### src/rtl/dcache_req_scheduler.sv
// Round-robin arbiter in front of the HPDcache request port: TID allocation, response routing, fence drain.
// Optional DCACHE_REQ_SCHED_PTW_PRIO_EN: requester 0 (PTW) wins whenever eligible.
module dcache_req_scheduler #(
  parameter int NR_REQ          = 4,
  parameter int REQ_W           = 128,
  parameter int DCACHE_ID_WIDTH = 3,
  parameter int MAX_OUTSTANDING = 7
) (
  input  logic                        clk_i,
  input  logic                        rst_i,
  input  logic [NR_REQ-1:0]           req_valid_i,
  output logic [NR_REQ-1:0]           req_ready_o,
  input  logic [NR_REQ*REQ_W-1:0]     req_payload_i,
  input  logic [NR_REQ-1:0]           req_need_rsp_i,
  output logic                        cache_req_valid_o,
  input  logic                        cache_req_ready_i,
  output logic [REQ_W-1:0]            cache_req_payload_o,
  output logic [DCACHE_ID_WIDTH-1:0]  cache_req_tid_o,
  output logic                        cache_req_need_rsp_o,
  input  logic                        cache_rsp_valid_i,
  input  logic [DCACHE_ID_WIDTH-1:0]  cache_rsp_tid_i,
  output logic [NR_REQ-1:0]           rsp_valid_o,
  input  logic                        flush_i,
  output logic                        flush_done_o,
  output logic [DCACHE_ID_WIDTH:0]    outstanding_o,
  output logic                        err_o
);

  localparam int NTID = 2**DCACHE_ID_WIDTH;
  localparam int IW   = (NR_REQ > 1) ? $clog2(NR_REQ) : 1;
  localparam int CW   = DCACHE_ID_WIDTH + 1;
  localparam int TW   = DCACHE_ID_WIDTH;

  typedef enum logic [1:0] {
    S_IDLE, S_DRAIN, S_DONE, S_WAIT
  } state_e;

  state_e            state_q, state_d;
  logic              slot_vld_q, slot_vld_d;
  logic [REQ_W-1:0]  slot_pl_q, slot_pl_d;
  logic [TW-1:0]     slot_tid_q, slot_tid_d;
  logic              slot_nr_q, slot_nr_d;
  logic [NTID-1:0]   busy_q, busy_d;
  logic [IW-1:0]     owner_q [NTID];
  logic [IW-1:0]     owner_d [NTID];
  logic [IW-1:0]     ptr_q, ptr_d;
  logic [CW-1:0]     cnt_q, cnt_d;
  logic              err_q, err_d;

  logic              tid_free;
  logic [TW-1:0]     free_tid;
  logic              cap_ok;
  logic [NR_REQ-1:0] elig, rr_elig;
  logic              gnt_vld, ptw_gnt;
  logic [IW-1:0]     gnt_idx, cand;
  logic              can_load, fire, alloc, rsp_hit;

  always_comb begin
    tid_free = 1'b0;
    free_tid = '0;
    for (int t = NTID-1; t >= 0; t--) begin
      if (!busy_q[t]) begin
        tid_free = 1'b1;
        free_tid = TW'(t);
      end
    end
  end

  // Frees take effect next cycle: eligibility looks only at busy_q.
  assign cap_ok = tid_free && (cnt_q < CW'(MAX_OUTSTANDING));

  always_comb begin
    for (int i = 0; i < NR_REQ; i++) begin
      elig[i] = req_valid_i[i] && (!req_need_rsp_i[i] || cap_ok);
    end
  end

`ifdef DCACHE_REQ_SCHED_PTW_PRIO_EN
  assign rr_elig = elig & ~NR_REQ'(1);
`else
  assign rr_elig = elig;
`endif

  always_comb begin
    gnt_vld = 1'b0;
    gnt_idx = '0;
    ptw_gnt = 1'b0;
    cand    = '0;
    for (int k = 0; k < NR_REQ; k++) begin
      cand = IW'((int'(ptr_q) + k) % NR_REQ);
      if (!gnt_vld && rr_elig[cand]) begin
        gnt_vld = 1'b1;
        gnt_idx = cand;
      end
    end
`ifdef DCACHE_REQ_SCHED_PTW_PRIO_EN
    if (elig[0]) begin
      gnt_vld = 1'b1;
      gnt_idx = '0;
      ptw_gnt = 1'b1;
    end
`endif
  end

  assign can_load = !slot_vld_q || cache_req_ready_i;
  assign fire     = gnt_vld && can_load && (state_q != S_DRAIN) && !rst_i;
  assign alloc    = fire && req_need_rsp_i[gnt_idx];
  assign rsp_hit  = cache_rsp_valid_i && busy_q[cache_rsp_tid_i];

  always_comb begin
    for (int i = 0; i < NR_REQ; i++) begin
      req_ready_o[i] = fire && (gnt_idx == IW'(i));
      rsp_valid_o[i] = rsp_hit && !rst_i &&
                       (owner_q[cache_rsp_tid_i] == IW'(i));
    end
  end

  always_comb begin
    busy_d  = busy_q;
    owner_d = owner_q;
    err_d   = err_q;
    ptr_d   = ptr_q;
    if (rsp_hit) begin
      busy_d[cache_rsp_tid_i] = 1'b0;
    end else if (cache_rsp_valid_i) begin
      err_d = 1'b1;
    end
    if (alloc) begin
      busy_d[free_tid]  = 1'b1;
      owner_d[free_tid] = gnt_idx;
    end
    cnt_d = cnt_q + CW'(alloc) - CW'(rsp_hit);
    if (fire && !ptw_gnt) begin
      ptr_d = IW'((int'(gnt_idx) + 1) % NR_REQ);
    end
  end

  always_comb begin
    slot_vld_d = slot_vld_q;
    slot_pl_d  = slot_pl_q;
    slot_tid_d = slot_tid_q;
    slot_nr_d  = slot_nr_q;
    if (can_load) begin
      slot_vld_d = fire;
    end
    if (fire) begin
      slot_pl_d  = req_payload_i[int'(gnt_idx)*REQ_W +: REQ_W];
      slot_nr_d  = req_need_rsp_i[gnt_idx];
      slot_tid_d = req_need_rsp_i[gnt_idx] ? free_tid : '0;
    end
  end

  always_comb begin
    state_d = state_q;
    unique case (state_q)
      S_IDLE:  if (flush_i) state_d = S_DRAIN;
      S_DRAIN: if (cnt_d == '0 && !slot_vld_d) state_d = S_DONE;
      S_DONE:  state_d = S_WAIT;
      S_WAIT:  if (!flush_i) state_d = S_IDLE;
      default: state_d = S_IDLE;
    endcase
  end

  always_ff @(posedge clk_i) begin
    if (rst_i) begin
      state_q    <= S_IDLE;
      slot_vld_q <= 1'b0;
      slot_pl_q  <= '0;
      slot_tid_q <= '0;
      slot_nr_q  <= 1'b0;
      busy_q     <= '0;
      ptr_q      <= '0;
      cnt_q      <= '0;
      err_q      <= 1'b0;
      for (int t = 0; t < NTID; t++) owner_q[t] <= '0;
    end else begin
      state_q    <= state_d;
      slot_vld_q <= slot_vld_d;
      slot_pl_q  <= slot_pl_d;
      slot_tid_q <= slot_tid_d;
      slot_nr_q  <= slot_nr_d;
      busy_q     <= busy_d;
      ptr_q      <= ptr_d;
      cnt_q      <= cnt_d;
      err_q      <= err_d;
      for (int t = 0; t < NTID; t++) owner_q[t] <= owner_d[t];
    end
  end

  assign cache_req_valid_o    = slot_vld_q;
  assign cache_req_payload_o  = slot_pl_q;
  assign cache_req_tid_o      = slot_tid_q;
  assign cache_req_need_rsp_o = slot_nr_q;
  assign flush_done_o         = (state_q == S_DONE);
  assign outstanding_o        = cnt_q;
  assign err_o                = err_q;

endmodule

### config.mk
export PLATFORM = sky130hd
export DESIGN_NAME = dcache_req_scheduler
export DESIGN_NICKNAME = d
export VERILOG_FILES = /design/src/rtl/dcache_req_scheduler.sv
export SDC_FILE = /design/constraint.sdc
export NUM_CORES = 1
export LEC_CHECK = 0
export CAP_MARGIN = 30
export CORE_AREA = 2 2 262 264
export DETAILED_ROUTE_END_ITERATION = 16
export DIE_AREA = 0 0 264 266
export SETUP_SLACK_MARGIN = 0.02
export SYNTH_ARGS = -nofsm -noshare
export SYNTH_HDL_FRONTEND = slang
export SYNTH_SLANG_ARGS = --single-unit
### constraint.sdc
create_clock -name clk_i -period 8 [get_ports clk_i]
set_clock_uncertainty 0.15 [all_clocks]
set_input_delay 2.4 -clock clk_i [delete_from_list [all_inputs] [get_ports clk_i]]
set_output_delay 2.4 -clock clk_i [all_outputs]
set_load 0.1 [all_outputs]
Yosys cells after proc, flatten, opt, wreduce, memory -nomap -nowiden
Cells that the tools add are included.
Widths: inputs -> output; s select.
- flip-flop bits (word level): 166
- input bits: 528
- output and inout port bits: 147
- logic and storage cells: 157
- add/subtract/negate cells: 6
- $lt $le $gt $ge: 13
- equal/unequal tests: 13
- shift operators: 1
- mux-type cells: 54
- bitwise gates (word level): 6
- reduce and logical (&&, ||, !) cells: 47
- operators by type and width (kind ; number):
    $shiftx 512x10->128 ; 1
    $mux 3 ; 9
    $logic_and 1x1->1 ; 26
    $mux 1 ; 21
    $mux 2 ; 10
    $bwmux 16 ; 1
    $mux 8 ; 2
    $lt 2x3->1 const B ; 5
    $eq 2x2->1 const B ; 6
    $bmux 1 s2 ; 5
    $logic_not 1->1 ; 10
    $and 8x8->8 ; 1
    $ge 4x4->1 const B ; 2
    $lt 3x4->1 const B ; 2
    $not 3->4 ; 2
    $not 8->8 ; 1
    $or 8x8->8 ; 1
    $pmux 2 s4 ; 1
    $bmux 2 s3 ; 1
    $demux 1 s3 ; 2
    $demux 2 s3 ; 1
    $eq 2x1->1 const B ; 3
    $ge 3x1->1 const B ; 2
    $logic_not 2->1 ; 3
    other kinds (14) ; 22

Longest topological paths before layout
- depth after elaboration: 33
- mapped depth: 23

Worst setup path before layout
No wires, ideal clock.
- path type: input to output
- start: input port cache_rsp_tid_i[2]
- end: output port rsp_valid_o[2]
- arrival: 6342 ps
- required time: 5450 ps
- path slack: -892 ps
- stages: 7
- buffers on the path: 1
- path through: clkbuf_1 > and2_1 > a221oi_1 > a21oi_1 > a221oi_1 > inv_1 > nor4_1
- word-level cells in the longest chain between the ends: 6
- elaborated cells between the ends (all ways): 10
- those cells by class: 1 x eq/ne; 5 x mux; 1 x bitwise; 3 x reduce/logical
- RTL lines (element ; RTL line ; text):
    from (decl) ; 21 ; input logic [DCACHE_ID_WIDTH-1:0] cache_rsp_tid_i,
    $not 3->4 (not written as such) ; 114 ; (owner_q[cache_rsp_tid_i] == IW'(i));
    $bmux 2 s3 ; 114 ;
    $mux 2 (not written as such) (2 in series) ; 114 ;
    $eq 2x2->1 ; 114 ;
    $logic_and 1x1->1 * ; 113 ; rsp_valid_o[i] = rsp_hit && !rst_i &&
    to (decl) ; 22 ; output logic [NR_REQ-1:0] rsp_valid_o,
Every way passes the cells marked *; elsewhere a longest branch is shown, timed or not. The select of a mux whose other input is x is not followed.

Worst setup path in the final report
- start: input port cache_rsp_tid_i[0]
- end: output port rsp_valid_o[2]
Same word-level chain as after synthesis.

==> impl_metrics.py <==
metrics = {
    "outcome": {
        "status": "finished clean",
    },
    "synthesis": {
        "ys_warn_count": 0,
        "async_flop_share": 0,
        "synth.distinct_cells": 63,
        "synth_ff_type": "dfxtp_1",
        "syn_inst": 1397,
        "yosysSeqAreaShare": 0.338,
        "synth_edf_count": 0,
        "synth_nets": 1939,
        "ys_seq_elements": 166,
        "syn_area_um2": 9840,
        "postSynthAreaPerCell_um2": 7.05,
    },
    "die": {
        "start_util": 0.145,
        "ioPinCount": 675,
        "die-area_um2": 70200,
        "rows": 96,
        "die_x_um": 264,
        "fp.dieH_um": 266,
        "coreArea_um2": 67700,
    },
    "pwr": {
        "vdd_ir_drop_max_v": 0.000208,
        "power_w": 0.00714,
        "clock_power_share": 0.118,
        "power_frac_seq": 0.192,
        "power.share.switching": 0.590,
        "power_frac_comb": 0.690,
        "internal_power_w": 0.00293,
        "power_switching_w": 0.00421,
        "power.leakage_nw": 7.73,
        "power_density_nw_per_um2": 392,
    },
    "grt": {
        "grt.overflow.total": 0,
        "grt_usage": 0.139,
        "grt_max_degree": 140,
        "grt_pass1_vias": 11762,
        "grt_antenna_before_repair": 15,
        "grt_pass1_wl_um": 73800,
    },
    "clock_network": {
        "ctsHoldBuffers": 0,
        "cts-resized-gates": 0,
        "cts_tree": "yes",
        "clock_path_buffers": 2,
        "postCtsSetupRepairBufs": 0,
        "cts_root_buffer": "clkbuf_16",
        "clock_latency_ns": 0.48,
        "clkSinkCount": 166,
        "htreeDepth": 4,
        "cts_buffers": 17,
        "clk_pin_slew_ns": 0.07,
    },
    "drt": {
        "drt-total-wl_um": 50900,
        "drc": 0,
        "drtAntennaViolNets": 0,
        "drtIter0Drc": 711,
        "drt_pre_antenna_iters": 5,
        "viasPerCell": 4.17,
        "routedWlPerCell_um": 17.5,
        "vias": 12138,
    },
    "worst_setup_path": {
        "arrival_ns": 4.88,
        "path_cells": "clkdlybuf4s50_1 > mux2_2 > a221oi_1 > inv_1 > nor4_2 > buf_12",
        "critPathLaunchType": "input pin",
        "critPathKind": "input pin to output pin",
        "r2r_slack_ns": 2.96,
        "crit_required_ns": 5.45,
        "path_max_fanout": 17,
        "end_kind": "output pin",
        "cpPeakStageDelay_ns": 0.82,
        "cp_slowest_cell": "clkdlybuf4s50_1",
    },
    "final_layout": {
        "area_growth_pct": 85.0,
        "final_nets": 2548,
        "drive_gt1_frac": 0.0461,
    },
    "worst_hold_path": {
        "hold_path_class": "flip-flop to flip-flop",
    },
    "timing": {
        "period_needed_ns": 7.43,
        "worstMarginPinSlew_ns": 1.04,
        "slew_viol_final": 0,
        "hold_viol": 0,
        "relSlewSlack": 0.303,
        "period_share": 0.929,
        "setup_viol": 0,
        "rsz0062_at_grt": "false",
        "setup-tns-final_ns": 0,
        "max_freq_ghz": 0.135,
    },
    "flow_run": {
        "cap_violations": 0,
    },
    "placement": {
        "io_buffers": 674,
        "gp_congestion": 0.839,
        "hpwlAfterDp_um": 38600,
    },
}
==> power groups by stage <==
stage          Sequential, W  Combinational (W)  Clock [W]
6_report             0.00137            0.00492   0.000841
5_1_grt              0.00141            0.00514   0.000914
4_1_cts              0.00137            0.00496   0.000887
3_5_place_dp         0.00139            0.00495          0
3_3_place_gp         0.00138            0.00484          0
2_1_floorplan        0.00370            0.00121          0
==> cells in the mapped netlist (2+ instances only) <==
| master | number | area (um^2) |
|---|---|---|
| a211o_1 | 128 | 1120 |
| nand3b_1 | 3 | 22.5 |
| ha_1 | 13 | 163 |
| nor2b_1 | 4 | 25.0 |
| a21o_1 | 4 | 30.0 |
| dfxtp_1 | 166 | 3320 |
| o2bb2ai_1 | 3 | 26.3 |
| a21boi_0 | 6 | 45.0 |
| o21ai_0 | 3 | 15.0 |
| a21oi_2 | 2 | 17.5 |
| inv_1 | 19 | 71.3 |
| nand3_1 | 6 | 30.0 |
| and4_1 | 2 | 17.5 |
| nor4_1 | 2 | 12.5 |
| a221oi_1 | 4 | 35.0 |
| a21oi_1 | 275 | 1380 |
| nor3b_1 | 3 | 22.5 |
| buf_4 | 13 | 97.6 |
| nor2_1 | 23 | 86.3 |
| a32o_1 | 14 | 140 |
| nor3_1 | 2 | 10.0 |
| nand2b_1 | 2 | 12.5 |
| nor3_2 | 2 | 20.0 |
| a211oi_1 | 9 | 67.6 |
| a22o_1 | 2 | 17.5 |
| and2_1 | 7 | 43.8 |
| xnor2_1 | 2 | 17.5 |
| mux2i_1 | 6 | 60.1 |
| clkbuf_1 | 20 | 75.1 |
| buf_1 | 2 | 7.51 |
| nand2_1 | 535 | 2010 |
| mux2_2 | 5 | 56.3 |
| o21ai_2 | 3 | 26.3 |
| a22oi_1 | 3 | 22.5 |
| buf_6 | 12 | 135 |
| buf_2 | 63 | 315 |
| nor2_2 | 2 | 12.5 |
| o21ai_1 | 2 | 10.0 |
==> metrics by stage <==
step                area [um^2]  std cells  hold WS [ns]  worst slack (ns)  utilization
CTS                       18200       2901         0.315             0.601        0.268
finish                    18200       2910         0.311             0.569        0.269
floorplan                  9850       1397         0.309             0.204            -
global placement          17400       2859         0.291             0.598        0.256
detailed placement        17600       2869         0.298             0.621        0.260
global route              18200       2909         0.330             0.434        0.269
==> placed cells by master, fill, tap and decap left out, types with 7 or more instances in the layout <==
| cell type | count |
|---|---|
| a211oi_1 | 9 |
| a21oi_1 | 275 |
| and2_1 | 7 |
| clkbuf_16 | 17 |
| ha_1 | 13 |
| nor2_1 | 23 |
| inv_1 | 19 |
| buf_16 | 10 |
| dfxtp_1 | 166 |
| buf_4 | 11 |
| nand2_1 | 534 |
| clkdlybuf4s50_1 | 666 |
| buf_12 | 13 |
| diode_2 | 9 |
| a211o_1 | 128 |
| a32o_1 | 14 |
==> per-layer routing <==
layer | vias to the layer above | GRT usage | share of wire
met5 | - | 0 | 0.00071
met2 | 483 | 0.227 | 0.48
met1 | 5550 | 0.166 | 0.42
met4 | 6 | 0.0576 | 0.020
met3 | 54 | 0.0457 | 0.078
li1 | 6045 | - | -
==> path summary, 6_finish.rpt <==
check,start,endpoint,cells after the start
max,cache_rsp_tid_i[0],rsp_valid_o[2],6
min,cache_req_payload_o[71]$_SDFFE_PP0P_,cache_req_payload_o[71]$_SDFFE_PP0P_,1
max reg2reg,outstanding_o[3]$_SDFF_PP0_,state_q[0]$_SDFFE_PP0P_,22
min reg2reg,cache_req_payload_o[71]$_SDFFE_PP0P_,cache_req_payload_o[71]$_SDFFE_PP0P_,1
==> critical path: cells and delay by family <==
family,cells,cell delay [ns]
simple gates,1,0.39
buf+inv,3,1.18
compound gates,1,0.49
mux,1,0.40
==> layout make-up <==
class | count | area [um^2]
fillers | 7417 | 49500
well taps | 882 | 1100
repair buffers | 700 | 7280
clock inverters | 13 | 113
clock buffers | 19 | 433
diodes | 9 | 22.5
inverters | 21 | 86.3
multi-input cells | 1100 | 5840
flip-flops and latches | 166 | 3320
==> registers in the layout, indices dropped and copies added, names as in the netlist <==
name,flops
err_o,1
ptr_q,2
cache_req_valid_o,1
state_q,2
outstanding_o,4
cache_req_payload_o,128
cache_req_need_rsp_o,1
busy_q,8
cache_req_tid_o,3
owner_q,16
==> cells by family (layout without fill, tap and decap cells) <==
| group | after synthesis | count (layout) | synth area share |
|---|---|---|---|
| and+or+nand+nor | 600 | 600 | 0.242 |
| AOI/OAI and AO/OA | 472 | 472 | 0.315 |
| DFF | 166 | 166 | 0.338 |
| buffers and inverters | 131 | 753 | 0.0723 |
| adders and majority gates | 14 | 14 | 0.0186 |
| muxes | 12 | 12 | 0.0132 |
| xor gates and xnor gates | 2 | 2 | 0.00178 |
| other | 0 | 9 | 0 |
Power figures use the tool's default switching activity.
